**src/rtl/meter_ctrl_if.sv**
```systemverilog
// Button and display bus for the coin meter.
// master drives buttons; slave (the meter) drives display values.
interface meter_ctrl_if;
    logic        coin1;
    logic        coin5;
    logic        start;
    logic        cancel;
    logic [19:0] TimeLeft;
    logic [19:0] Money;
    logic        busy;
    logic        done;

    modport master (
        output coin1, coin5, start, cancel,
        input  TimeLeft, Money, busy, done
    );

    modport slave (
        input  coin1, coin5, start, cancel,
        output TimeLeft, Money, busy, done
    );
endinterface

```
**src/rtl/meter_ctrl.sv**
```systemverilog
// Coin-operated timed-service controller.
// Money buys seconds, counted down at one tick per TICK_DIV clocks.
module meter_ctrl #(
    parameter int TICK_DIV     = 50_000_000,
    parameter int SEC_PER_UNIT = 2,
    parameter int MAX_VAL      = 99,
    parameter int DONE_HOLD    = 3
) (
    input  logic        clk,
    input  logic        rst,
    meter_ctrl_if.slave bus
);
    localparam int AW = 16;
    localparam int TW = (TICK_DIV > 2) ? $clog2(TICK_DIV) : 1;
    localparam int HW = $clog2(DONE_HOLD + 1);

    typedef enum logic [1:0] {
        S_IDLE,
        S_RUN,
        S_DONE
    } state_t;

    state_t        r_state;
    logic [3:0]    r_cur;
    logic [3:0]    r_prev;
    logic [TW-1:0] r_tick_cnt;
    logic [HW-1:0] r_hold;
    logic [6:0]    r_tl;
    logic [6:0]    r_money;
    logic          r_busy;
    logic          r_done;

    logic [3:0]    w_ev;
    logic          w_coin;
    logic          w_tick;
    logic [AW-1:0] w_add;
    logic [AW-1:0] w_money_sum;
    logic [6:0]    w_money_sat;
    logic [AW-1:0] w_idle_raw;
    logic [6:0]    w_idle_tl;
    logic [AW-1:0] w_run_sum;
    logic [AW-1:0] w_run_raw;
    logic [6:0]    w_run_tl;

    // Event decode and saturating next-value arithmetic (bits: cancel,start,coin5,coin1)
    always_comb begin
        w_ev        = r_cur & ~r_prev;
        w_coin      = w_ev[0] | w_ev[1];
        w_tick      = (r_tick_cnt == TW'(TICK_DIV - 1));
        w_add       = (w_ev[0] ? AW'(1) : AW'(0))
                    + (w_ev[1] ? AW'(5) : AW'(0));
        w_money_sum = AW'(r_money) + w_add;
        w_money_sat = (w_money_sum > AW'(MAX_VAL))
                    ? 7'(MAX_VAL) : w_money_sum[6:0];
        w_idle_raw  = AW'(w_money_sat) * AW'(SEC_PER_UNIT);
        w_idle_tl   = (w_idle_raw > AW'(MAX_VAL))
                    ? 7'(MAX_VAL) : w_idle_raw[6:0];
        w_run_sum   = AW'(r_tl) + w_add * AW'(SEC_PER_UNIT);
        // Decrement before clamping so a top-up at the ceiling still loses the tick
        w_run_raw   = (w_tick && w_run_sum != '0)
                    ? w_run_sum - AW'(1) : w_run_sum;
        w_run_tl    = (w_run_raw > AW'(MAX_VAL))
                    ? 7'(MAX_VAL) : w_run_raw[6:0];
    end

    // Button sampling, state machine and registered display outputs
    always_ff @(posedge clk) begin
        if (rst) begin
            r_state    <= S_IDLE;
            r_cur      <= '0;
            r_prev     <= '0;
            r_tick_cnt <= '0;
            r_hold     <= '0;
            r_tl       <= '0;
            r_money    <= '0;
            r_busy     <= 1'b0;
            r_done     <= 1'b0;
        end else begin
            r_prev <= r_cur;
            r_cur  <= {bus.cancel, bus.start, bus.coin5, bus.coin1};
            unique case (r_state)
                S_IDLE: begin
                    r_tick_cnt <= '0;
                    r_hold     <= '0;
                    if (w_ev[3]) begin
                        r_money <= '0;
                        r_tl    <= '0;
                    end else if (w_ev[2] && r_money != '0) begin
                        r_state <= S_RUN;
                        r_busy  <= 1'b1;
                    end else if (w_coin) begin
                        r_money <= w_money_sat;
                        r_tl    <= w_idle_tl;
                    end
                end
                S_RUN: begin
                    if (w_ev[3]) begin
                        r_state    <= S_DONE;
                        r_tl       <= '0;
                        r_busy     <= 1'b0;
                        r_done     <= 1'b1;
                        r_tick_cnt <= '0;
                        r_hold     <= '0;
                    end else begin
                        r_tick_cnt <= w_tick ? '0 : r_tick_cnt + TW'(1);
                        r_tl       <= w_run_tl;
                        if (w_coin) begin
                            r_money <= w_money_sat;
                        end
                        if (w_run_tl == '0) begin
                            r_state    <= S_DONE;
                            r_busy     <= 1'b0;
                            r_done     <= 1'b1;
                            r_tick_cnt <= '0;
                            r_hold     <= '0;
                        end
                    end
                end
                S_DONE: begin
                    if (w_ev[3]) begin
                        r_state <= S_IDLE;
                        r_money <= '0;
                        r_tl    <= '0;
                        r_done  <= 1'b0;
                        r_hold  <= '0;
                    end else begin
                        r_tick_cnt <= w_tick ? '0 : r_tick_cnt + TW'(1);
                        if (w_tick) begin
                            if (r_hold == HW'(DONE_HOLD - 1)) begin
                                r_state <= S_IDLE;
                                r_money <= '0;
                                r_tl    <= '0;
                                r_done  <= 1'b0;
                                r_hold  <= '0;
                            end else begin
                                r_hold <= r_hold + HW'(1);
                            end
                        end
                    end
                end
                default: begin
                    r_state <= S_IDLE;
                    r_busy  <= 1'b0;
                    r_done  <= 1'b0;
                end
            endcase
        end
    end

    assign bus.TimeLeft = {13'b0, r_tl};
    assign bus.Money    = {13'b0, r_money};
    assign bus.busy     = r_busy;
    assign bus.done     = r_done;
endmodule

```
**src/flat_wrapper.sv**
```systemverilog
// flat-port wrapper written by rule: the top's interface ports become plain ports
module meter_ctrl_flat 
#(
    parameter int TICK_DIV     = 50_000_000,
    parameter int SEC_PER_UNIT = 2,
    parameter int MAX_VAL      = 99,
    parameter int DONE_HOLD    = 3
)
  (clk, rst, bus_coin1, bus_coin5, bus_start, bus_cancel, bus_TimeLeft, bus_Money, bus_busy, bus_done);
  meter_ctrl_if bus_i ();
  input  logic clk;
  input  logic rst;
  input wire logic [$bits(bus_i.coin1)-1:0] bus_coin1;
  input wire logic [$bits(bus_i.coin5)-1:0] bus_coin5;
  input wire logic [$bits(bus_i.start)-1:0] bus_start;
  input wire logic [$bits(bus_i.cancel)-1:0] bus_cancel;
  output wire logic [$bits(bus_i.TimeLeft)-1:0] bus_TimeLeft;
  output wire logic [$bits(bus_i.Money)-1:0] bus_Money;
  output wire logic [$bits(bus_i.busy)-1:0] bus_busy;
  output wire logic [$bits(bus_i.done)-1:0] bus_done;
  assign bus_i.coin1 = bus_coin1;
  assign bus_i.coin5 = bus_coin5;
  assign bus_i.start = bus_start;
  assign bus_i.cancel = bus_cancel;
  assign bus_TimeLeft = bus_i.TimeLeft;
  assign bus_Money = bus_i.Money;
  assign bus_busy = bus_i.busy;
  assign bus_done = bus_i.done;
  meter_ctrl #(.TICK_DIV(TICK_DIV), .SEC_PER_UNIT(SEC_PER_UNIT), .MAX_VAL(MAX_VAL), .DONE_HOLD(DONE_HOLD)) u_core (.clk(clk), .rst(rst), .bus(bus_i));
endmodule
```
**config.mk**
```make
export PLATFORM = sky130hd
export DESIGN_NAME = meter_ctrl_flat
export DESIGN_NICKNAME = d
export VERILOG_FILES = /design/src/rtl/meter_ctrl_if.sv /design/src/rtl/meter_ctrl.sv /design/src/flat_wrapper.sv
export SDC_FILE = /design/constraint.sdc
export NUM_CORES = 1
export LEC_CHECK = 0
export ABC_AREA = 1
export CAP_MARGIN = 20
export CORE_MARGIN = 2
export CORE_UTILIZATION = 35
export CTS_CLUSTER_DIAMETER = 60
export CTS_CLUSTER_SIZE = 28
export DETAILED_ROUTE_END_ITERATION = 7
export PLACE_DENSITY = 0.62
export SLEW_MARGIN = 20
export SYNTH_ARGS = -nofsm -noshare
export SYNTH_HDL_FRONTEND = slang
export SYNTH_SLANG_ARGS = --single-unit
```
**constraint.sdc**
```tcl
create_clock -name clk -period 4 [get_ports clk]
set_input_delay 0.8 -clock clk [delete_from_list [all_inputs] [get_ports clk]]
set_output_delay 0.8 -clock clk [all_outputs]
set_load 0.02 [all_outputs]
```
* Word level (Yosys, flattened, before mapping) *
Index checks and enable logic that the tools add are counted.

operators by class
  magnitude comparators = 3
  bitwise logic cells = 5
  eq/ne operators = 13
  muxes and demuxes = 49
  reduce and logical (&&, ||, !) cells = 14
  add/sub/neg operators = 6

operators by type and width
  cell                                                                   count
  26-bit 2-to-1 mux                                                      4
  7-bit 2-to-1 mux                                                       14
  26-bit case mux with 3 select lines                                    1
  7-bit case mux with 3 select lines                                     2
  7-bit by 16-bit adder with 16-bit output                               2
  16-bit by 7-bit > comparator with 1-bit output, second input constant  2
  26-bit by 1-bit adder with 26-bit output, second input constant        1
  26-bit == test, second input constant                                  1
  2-bit 2-to-1 mux                                                       12
  16-bit adder                                                           1
  16-bit 2-to-1 mux                                                      1
  16-bit nonzero test                                                    1
  16-bit by 1-bit subtractor with 16-bit output, second input constant   1
  5-bit AND reduction                                                    3
  3-bit by 1-bit != test with 1-bit output, second input constant        4
  2-bit case mux with 3 select lines                                     2
  1-bit 2-to-1 mux                                                       10
  8-bit by 7-bit > comparator with 1-bit output, second input constant   1
  4-bit AND reduction                                                    2
  7-bit zero test                                                        1
  7-bit nonzero test                                                     1
  2-bit != test, second input constant                                   3
  1-bit case mux with 3 select lines                                     2
  4-bit AND                                                              1
  14 further kinds                                                       17

storage, ports and cells
  input port bits = 6
  logic and storage cells = 99
  register bits = 54
  output and inout port bits = 42

* Logic depth before layout (Yosys ltp) *
Gate-level depths: netlist of the first run.

  depth after elaboration = 14
  gate-level depth with buffers = 27
  depth with buffers taken out = 27

* Worst setup path before layout of the first run *
OpenSTA, ideal clock, no wires.

  kind = reg-to-reg
  start point = register u_core.r_cur[1]
  end point = register u_core.r_tick_cnt[1]
  slack = 994 ps
  setup time = 132 ps
  stages on the path, launching flop included = 25
  path buffers = 1
  clock period less this slack = 3006 ps
  required time = 3868 ps
  arrival = 2874 ps
  cell sequence = dfxtp_1 > inv_2 > nor2_4 > ha_1 > ha_1 > ha_1 > inv_1 > nand3_1 > nand2_1 > nand2_1 > nand2_1 > nor3_1 > ha_1 > inv_1 > nor2_1 > o21ai_0 > nand2_1 > nand2_1 > nor2_1 > nand3_2 > nand2_4 > nand2_4 > buf_6 > nand3_1 > a21oi_1

on the way
  longest elaborated chain between the ends = 13
  elaborated cells on any way between the ends = 14

ends and longest elaborated chain
  what                                                                                                   line               source
  start: declaration                                                                                     meter_ctrl.sv:24   logic [3:0] r_cur;
  start signal: assignment                                                                               meter_ctrl.sv:80   r_cur <= {bus.cancel, bus.start, bus.coin5, bus.coin1};
  4-bit AND *                                                                                            meter_ctrl.sv:47   w_ev = r_cur & ~r_prev;
  3-bit 2-to-1 mux *                                                                                     meter_ctrl.sv:51   + (w_ev[1] ? AW'(5) : AW'(0));
  16-bit adder *                                                                                         meter_ctrl.sv:51
  7-bit by 16-bit adder with 16-bit output *                                                             meter_ctrl.sv:58   w_run_sum = AW'(r_tl) + w_add * AW'(SEC_PER_UNIT);
  parallel branches: the longest is 2 deep, another holds 16-bit by 1-bit subtractor with 16-bit output  -
  16-bit 2-to-1 mux *                                                                                    meter_ctrl.sv:61   ? w_run_sum - AW'(1) : w_run_sum;
  16-bit by 7-bit > comparator with 1-bit output                                                         meter_ctrl.sv:62   w_run_tl = (w_run_raw > AW'(MAX_VAL))
  7-bit 2-to-1 mux *                                                                                     meter_ctrl.sv:63   ? 7'(MAX_VAL) : w_run_raw[6:0];
  7-bit zero test *                                                                                      meter_ctrl.sv:110  if (w_run_tl == '0) begin
  26-bit 2-to-1 mux *                                                                                    meter_ctrl.sv:110
  26-bit 2-to-1 mux *                                                                                    meter_ctrl.sv:97   if (w_ev[3]) begin
  26-bit case mux with 3 select lines *                                                                  meter_ctrl.sv:81   unique case (r_state)
  end signal: assignment                                                                                 meter_ctrl.sv:105  r_tick_cnt <= w_tick ? '0 : r_tick_cnt + TW'(1);
  end signal: assignment                                                                                 meter_ctrl.sv:127  r_tick_cnt <= w_tick ? '0 : r_tick_cnt + TW'(1);
  end: declaration                                                                                       meter_ctrl.sv:26   logic [TW-1:0] r_tick_cnt;

Every way passes the cells marked *.
A chain may end at the register's enable or synchronous reset.

* Final worst setup path of the first run *
  start point = register u_core.r_cur[1]
  end point = register u_core.r_busy (netlist: u_core.bus.busy)

on the way
  longest elaborated chain between the ends = 12
  elaborated cells on any way between the ends = 13

ends and longest elaborated chain
  what                                                                                                   line               source
  4-bit AND *                                                                                            meter_ctrl.sv:47
  3-bit 2-to-1 mux *                                                                                     meter_ctrl.sv:51
  16-bit adder *                                                                                         meter_ctrl.sv:51
  7-bit by 16-bit adder with 16-bit output *                                                             meter_ctrl.sv:58
  parallel branches: the longest is 2 deep, another holds 16-bit by 1-bit subtractor with 16-bit output  -
  16-bit 2-to-1 mux *                                                                                    meter_ctrl.sv:61
  16-bit by 7-bit > comparator with 1-bit output                                                         meter_ctrl.sv:62
  7-bit 2-to-1 mux *                                                                                     meter_ctrl.sv:63
  7-bit zero test *                                                                                      meter_ctrl.sv:110
  3-bit by 1-bit != test with 1-bit output (no source line) *                                            -
  4-bit AND reduction (no source line) *                                                                 -
  end signal: assignment                                                                                 meter_ctrl.sv:76   r_busy <= 1'b0;
  end signal: assignment                                                                                 meter_ctrl.sv:90   r_busy <= 1'b1;
  end signal: assignment                                                                                 meter_ctrl.sv:112  r_busy <= 1'b0;
  end: declaration                                                                                       meter_ctrl.sv:30   logic r_busy;

Marked as above.

==> impl_metrics.tcl, run 1 <==
set metrics [dict create \
    drt_iter0_markers 214 \
    worstPathRequired_ps 4190 \
    timing.rr.end "u_core.bus.busy$_SDFFE_PP0P_" \
    worstSetupPathType "register to register" \
    port-buffer-count 21 \
    start_util 0.358 \
    startpoint_of_the_most_critical_hold_path "u_core.r_cur[3]$_SDFF_PP0_" \
    first_pass_grt_wire_length_um 16300 \
    hold_class "register to register" \
    num_rows 39 \
    status "finished clean" \
    layout_min_cycle_time_ps 3540 \
    cts_made_buffers 5 \
    final_nets 682 \
    p_per_area_nw_per_um2 497 \
    ff2ff_setup_slack_ps 460 \
    setup_viol_count_final 0 \
    yosys_register_bits 54 \
    number_of_global_route_vias_before_repair 3658 \
    seq_area_frac_synth 0.265 \
    fin_worst_skew_ps 5.39 \
    dr.pass1.iters 5 \
    hold_violations 0 \
    detail_route.wl_per_cell_um 11.4 \
    timing.hold.worst_path_depth 2 \
    clock_tree_from_tritoncts "yes" \
    crit_start "u_core.r_cur[1]$_SDFF_PP0_" \
    slowest_stage "sky130_fd_sc_hd__dfxtp_1" \
    dieHeight_um 112 \
    routed_via_density 4.86 \
    place_congestion 0.834 \
    synth_top_area_share 0.265 \
    count_of_hold_fix_buffers_inserted_at_cts 0 \
    cts_setup_buffers 0 \
    drt.antenna.violating_nets 0 \
    vdd_ir_drop_max_mv 0.239 \
    drc 0 \
    route.final.wire_length_um 9200 \
    slew_headroom 0.623 \
    cp.buffers_inverters 6 \
    tightest_slew_ps 561 \
    drive_gt1_frac 0.0572 \
    grt_start_max_net_pins 43 \
    synth-async-reset-ratio 0 \
    clock_latency_ps 290 \
    synth_top_cell_by_area "sky130_fd_sc_hd__dfxtp_1" \
    rsz_0062_raised_after_global_routing "no" \
    cp-start-kind "register" \
    detailedPlacementHpwl_um 7080 \
    final_cell_area_um2 4480 \
    slew_viol_final 0 \
    final.setup.tns_ps 0 \
    cts-resized-gates 0 \
    max_freq_mhz 282 \
    r2r.worst_path.cells 25 \
    static-leakage-power_nw 2.06 \
    dr_total_vias 3925 \
    post-route-period-util 0.886 \
    cts.htree.levels 2 \
    synth-edff-count 0 \
    clkSlewWorstSetupHoldPaths_ps 70 \
    cp-end-kind "register" \
    area_growth_pct 9.95 \
    fill_cells 1205 \
    crit_path_max_fanout 27 \
    core_footprint_um2 11400 \
    clk_root_buffer_cell "sky130_fd_sc_hd__clkbuf_16" \
    grt_use_total 0.153 \
    synthesis.yosys.warnings 0 \
    netlist-cell-type-count 39 \
    worst-endpoint-arrival_ps 3730 \
    width_of_the_chip_um 112 \
    post_dp_cell_area_um2 4310 \
    critical_path.reg2reg.startpoint "u_core.r_cur[1]$_SDFF_PP0_" \
    grt_total_ovfl 0 \
    cap_viol_max_count 0 \
    worst_path_largest_cell_delay_ps 390 \
    yosys-top-cells-area "sky130_fd_sc_hd__dfxtp_1 (27%), sky130_fd_sc_hd__nand2_1 (13%), sky130_fd_sc_hd__inv_1 (10%)" \
    die-area_um2 12500 \
    clk_path_buf_depth 2 \
    hold-path-endpoint "u_core.r_prev[3]$_SDFF_PP0_" \
    critical_path.top_delay_family "simple AND/OR/NAND/NOR gates" \
    postSynthCellCount 649 \
    ioPinCount 48 \
    avgSynthCellArea_um2 6.28 \
    synth_area_um2 4080 \
    grt_antenna_before_repair 0 \
    synthFlopType "sky130_fd_sc_hd__dfxtp_1" \
    antenna-diode-count 0 \
    clock_sinks 54 \
]
-- area by class of cell --
cell class	count	area (um2)	area share
clock buffers	5	125	0.0279
multi-input cells	462	2380	0.532
well taps	143	179	0.0399
clock inverters	3	45.0	0.0101
flip-flops and latches	54	1080	0.241
inverters	116	435	0.0972
repair buffers	24	233	0.0519
-- registers in the layout, indices dropped and copies added (netlist names), 2 cells and up --
register and count:
u_core.r_state 2, u_core.r_cur 4, u_core.r_prev 4, u_core.r_tl 7, u_core.r_hold 2, u_core.r_money 7, u_core.r_tick_cnt 26
-- placed cells by master, fill, tap and decap left out, types with 2 or more instances in the layout --
master / n
sky130_fd_sc_hd__nor2_1: 56
sky130_fd_sc_hd__nand2_4: 2
sky130_fd_sc_hd__nand2_1: 137
sky130_fd_sc_hd__nor4_1: 10
sky130_fd_sc_hd__nand4_1: 23
sky130_fd_sc_hd__xnor2_1: 4
sky130_fd_sc_hd__xor2_1: 17
sky130_fd_sc_hd__conb_1: 26
sky130_fd_sc_hd__nor3_2: 2
sky130_fd_sc_hd__clkdlybuf4s50_1: 21
sky130_fd_sc_hd__clkinvlp_4: 2
sky130_fd_sc_hd__clkbuf_16: 5
sky130_fd_sc_hd__a221oi_1: 3
sky130_fd_sc_hd__buf_4: 3
sky130_fd_sc_hd__a21oi_1: 49
sky130_fd_sc_hd__nor2_2: 3
sky130_fd_sc_hd__nand2_2: 4
sky130_fd_sc_hd__dfxtp_1: 54
sky130_fd_sc_hd__nor3_1: 7
sky130_fd_sc_hd__inv_2: 7
sky130_fd_sc_hd__o211ai_1: 3
sky130_fd_sc_hd__nand3_2: 3
sky130_fd_sc_hd__o21ai_0: 16
sky130_fd_sc_hd__ha_1: 13
sky130_fd_sc_hd__nand3_1: 71
sky130_fd_sc_hd__inv_1: 109
-- power breakdown --
group	total [mW]	internal [mW]	switching (mW)
clock	0.494	0.295	0.199
combinational	1.04	0.356	0.687
sequential	0.688	0.606	0.0824
-- cell families (layout without fill, tap and decap cells) --
group	after synthesis	in the layout	synth area share
AND/OR/NAND/NOR	323	323	0.361
buffers and inverters	158	148	0.175
AO/OA/AOI/OAI	78	78	0.106
flip-flops	54	54	0.265
XOR/XNOR	22	22	0.0519
adder cells (fa/ha/maj)	13	13	0.0399
other	1	26	0.000920
-- how the worst max path moves through the flow --
stage,slack (ps),cells after the start,to
detailed placement,470,25,u_core.bus.busy$_SDFFE_PP0P_
CTS,460,25,u_core.bus.busy$_SDFFE_PP0P_
floorplan,990,24,u_core.r_tick_cnt[1]$_SDFFE_PP0P_
global placement,570,25,u_core.bus.busy$_SDFFE_PP0P_
finish,460,25,u_core.bus.busy$_SDFFE_PP0P_
global route,90,25,u_core.r_tick_cnt[9]$_SDFFE_PP0P_
-- tightest hold or removal path, delay by kind of cell, from the launching register on --
kind | cells | cell delay, ps
buffers and inverters | 1 | 60
DFF | 1 | 300
and+or+nand+nor | 1 | 40
-- through the flow --
| stage | total power [mW] | utilization | hold WS (ps) | cells | setup slack (ps) |
|---|---|---|---|---|---|
| final | 2.23 | 0.394 | 438 | 807 | 458 |
| after global routing | 2.41 | 0.394 | 468 | 807 | 89.6 |
| after CTS | 2.24 | 0.394 | 444 | 807 | 456 |
| after detailed placement | 1.74 | 0.379 | 425 | 799 | 466 |
| after global placement | 1.73 | 0.379 | 422 | 799 | 570 |
| after floorplan | 1.48 | - | 411 | 674 | 994 |
-- synthesized netlist by cell type, types with 2 or more instances --
cell type                    n
sky130_fd_sc_hd__a21oi_1    49
sky130_fd_sc_hd__a221oi_1    3
sky130_fd_sc_hd__buf_4      26
sky130_fd_sc_hd__buf_6       3
sky130_fd_sc_hd__clkbuf_1   12
sky130_fd_sc_hd__dfxtp_1    54
sky130_fd_sc_hd__ha_1       13
sky130_fd_sc_hd__inv_1     109
sky130_fd_sc_hd__inv_2       7
sky130_fd_sc_hd__nand2_1   137
sky130_fd_sc_hd__nand2_2     4
sky130_fd_sc_hd__nand2_4     2
sky130_fd_sc_hd__nand3_1    71
sky130_fd_sc_hd__nand3_2     3
sky130_fd_sc_hd__nand4_1    23
sky130_fd_sc_hd__nor2_1     56
sky130_fd_sc_hd__nor2_2      3
sky130_fd_sc_hd__nor3_1      8
sky130_fd_sc_hd__nor4_1     10
sky130_fd_sc_hd__o211ai_1    3
sky130_fd_sc_hd__o21ai_0    16
sky130_fd_sc_hd__xnor2_1     4
sky130_fd_sc_hd__xor2_1     17
-- per-layer routing --
metal	vias up	share of wire	GRT usage
li1	2059	-	-
met1	1782	0.47	0.195
met2	76	0.48	0.271
met3	8	0.036	0.0267
met4	0	0.0099	0.0346
met5	-	0	0
Note: power is estimated with default switching activity, not from simulation.
==> run 2: changes to the inputs <==
Settings changed: CORE_UTILIZATION 35 to 30, PLACE_DENSITY 0.62 to 0.56.
==> run 2 against run 1 <==
Compared with the run above:
- final area rose by 0.28%
- wire length rose by 1.9%
- via count fell by 0.71%
- final cell count rose by 4.0%
- worst hold slack got worse by 9.8 ps
- fmax rose by 1.9%
- sequential cell count did not move
- non-clock buffer count did not move
- critical path depth fell by 2
- die area rose by 16%
- register-to-register slack improved by 70 ps
- largest cell class unchanged
- largest power group unchanged
==> impl_metrics.tcl, run 2 (same netlist as run 1, synthesis figures left out) <==
set metrics [dict create \
    drive_gt1_frac 0.0558 \
    ff2ff_setup_slack_ps 520 \
    instance_count_after_placement_with_tap_cells_included 832 \
    slew_headroom 0.624 \
    clock_latency_ps 300 \
    dieHeight_um 121 \
    mostFrequentLayoutCell "sky130_fd_sc_hd__nand2_1" \
    clk_path_buf_depth 2 \
    vdd_ir_drop_max_mv 0.172 \
    r2r.worst_path.cells 23 \
    routed_via_density 4.64 \
    port-buffer-count 21 \
    final.setup.tns_ps 0 \
    tightest_slew_ps 560 \
    cellInternalPower_mw 1.19 \
    worst_path_largest_cell_delay_ps 380 \
    post-route-period-util 0.869 \
    cp-start-kind "register" \
    timing.hold.worst_path_depth 2 \
    path_cells "inv_2 -> nor2_4 -> ha_1 -> ha_1 -> ha_1 -> inv_1 -> nand3_1 -> nand2_1 -> nand2_1 -> nand2_1 -> nor3_1 -> ha_1 -> inv_1 -> nor2_1 -> o21ai_0 -> nand2_1 -> nand2_1 -> nor2_1 -> nand3_2 -> nand2_4 -> nand2_4 -> nand3_1 -> a21oi_1" \
    post_layout_nonfiller_instances 839 \
    timing.rr.end "u_core.r_tick_cnt[17]$_SDFFE_PP0P_" \
    cts_made_buffers 5 \
    top_register "u_core.r_tick_cnt" \
    crit_path_max_fanout 27 \
    power.share.sequential 0.318 \
    cap_viol_max_count 0 \
    layout.cells.most_common_list "sky130_fd_sc_hd__nand2_1 (137), sky130_fd_sc_hd__inv_1 (109), sky130_fd_sc_hd__nand3_1 (71), sky130_fd_sc_hd__nor2_1 (56), sky130_fd_sc_hd__dfxtp_1 (54)" \
    drt_iter0_markers 179 \
    dr.pass1.iters 5 \
    worst_hold_slack_ps 429 \
    place_congestion 0.836 \
    worstPathRequired_ps 4160 \
    clk_root_buffer_cell "sky130_fd_sc_hd__clkbuf_16" \
    antenna-diode-count 0 \
    hold-path-endpoint "u_core.r_prev[3]$_SDFF_PP0_" \
    critical_path.top_delay_family "simple AND/OR/NAND/NOR gates" \
    grt_start_max_net_pins 43 \
    area_growth_pct 10.3 \
    route.final.wire_length_um 9370 \
    detailedPlacementHpwl_um 7050 \
    worstSetupPathType "register to register" \
    final_core_util 0.339 \
    die-area_um2 14500 \
    critical_path.reg2reg.startpoint "u_core.r_cur[1]$_SDFF_PP0_" \
    slew_viol_final 0 \
    grt_antenna_before_repair 0 \
    number_of_global_route_vias_before_repair 3531 \
    dr_total_vias 3897 \
    cp-end-kind "register" \
    start_util 0.308 \
    slowest_stage "sky130_fd_sc_hd__dfxtp_1" \
    p_per_area_nw_per_um2 482 \
    clkSlewWorstSetupHoldPaths_ps 70 \
    clock_sinks 54 \
    hold_class "register to register" \
    max_freq_mhz 288 \
    cp.buffers_inverters 3 \
    share_clk_of_total_power 0.198 \
    netSwitchingPower_mw 0.975 \
    startpoint_of_the_most_critical_hold_path "u_core.r_cur[3]$_SDFF_PP0_" \
    worst-endpoint-arrival_ps 3640 \
    top_regs "u_core.r_tick_cnt x26, u_core.r_money x7, u_core.r_tl x7" \
    drc 0 \
    grt_total_ovfl 0 \
    width_of_the_chip_um 121 \
    crit_top_cell "sky130_fd_sc_hd__nand2_1" \
    first_pass_grt_wire_length_um 16300 \
    p_comb_frac 0.484 \
    largest_register_ffs 26 \
    proportion_of_total_power_due_to_net_switching 0.450 \
    clock_tree_from_tritoncts "yes" \
    grt_use_total 0.135 \
    static-leakage-power_nw 2.05 \
    fin_worst_skew_ps 7.27 \
    core_footprint_um2 13200 \
    final_nets 682 \
    cts.htree.levels 2 \
    num_rows 42 \
    drt.antenna.violating_nets 0 \
    rsz_0062_raised_after_global_routing "no" \
    status "finished clean" \
    cts_setup_buffers 0 \
    setup_viol_count_final 0 \
    layout_min_cycle_time_ps 3480 \
    detail_route.wl_per_cell_um 11.2 \
    hold_violations 0 \
    ioPinCount 48 \
    fill_cells 1469 \
]
==> run 2: changes by cell type in the layout (fill, tap and decap cells not counted) <==
cell / delta
sky130_fd_sc_hd__bufinv_16: -1
sky130_fd_sc_hd__clkbuf_1: +1
sky130_fd_sc_hd__clkinvlp_4: -1
sky130_fd_sc_hd__nor3_1: -1
sky130_fd_sc_hd__nor3_2: +1
==> run 2: worst min-delay path: cells and delay by family, from the launching register on <==
family / cells / cell delay, ps
flip-flops: 1 / 300
buffers and inverters: 1 / 60
AND/OR/NAND/NOR: 1 / 40
==> run 2: metal layers <==
metal	track usage	vias up	share of wire
met4	0.0305	0	0.0083
met5	0	-	0
met2	0.219	81	0.45
met3	0.0231	7	0.037
met1	0.188	1755	0.51
li1	-	2054	-
==> run 2: how the worst max path moves through the flow <==
stage                                          start                                 end  slack [ps]  cells after the start
after floorplan           u_core.r_cur[1]$_SDFF_PP0_   u_core.r_tick_cnt[1]$_SDFFE_PP0P_         990                     24
after global placement    u_core.r_cur[1]$_SDFF_PP0_   u_core.r_tick_cnt[5]$_SDFFE_PP0P_         490                     25
after detailed placement  u_core.r_cur[1]$_SDFF_PP0_        u_core.bus.busy$_SDFFE_PP0P_         460                     25
after CTS                 u_core.r_cur[1]$_SDFF_PP0_        u_core.bus.busy$_SDFFE_PP0P_         450                     25
after global routing      u_core.r_cur[0]$_SDFF_PP0_   u_core.r_tick_cnt[3]$_SDFFE_PP0P_         110                     25
final                     u_core.r_cur[1]$_SDFF_PP0_  u_core.r_tick_cnt[17]$_SDFFE_PP0P_         520                     23
==> run 2: area by class of cell <==
cell class / count / area, um2 / area share
clock buffer: 6 / 129 / 0.0287
clock inverter: 1 / 7.51 / 0.00167
inverter: 116 / 435 / 0.0969
multi-input combinational: 462 / 2390 / 0.531
sequential: 54 / 1080 / 0.241
tap: 176 / 220 / 0.0490
timing repair buffer: 24 / 233 / 0.0518
==> run 2: power by group through the flow <==
stage / Clock (mW) / Combinational (mW) / Sequential (mW)
detailed placement: 0 / 1.04 / 0.702
finish: 0.429 / 1.05 / 0.688
CTS: 0.444 / 1.05 / 0.689
global route: 0.466 / 1.19 / 0.700
floorplan: 0 / 0.738 / 0.740
global placement: 0 / 1.05 / 0.703
==> run 2: repair_timing <==
action                     4_1_cts  5_1_grt
hold buffers                     0        0
resized for setup                0        1
setup endpoints to repair        0       14
==> run 2: through the flow <==
| stage | power (mW) | cell area [um2] | worst slack, ps |
|---|---|---|---|
| floorplan | 1.48 | 4170 | 994 |
| global placement | 1.75 | 4350 | 492 |
| detailed placement | 1.74 | 4350 | 458 |
| CTS | 2.18 | 4490 | 447 |
| global route | 2.35 | 4490 | 113 |
| finish | 2.17 | 4490 | 524 |
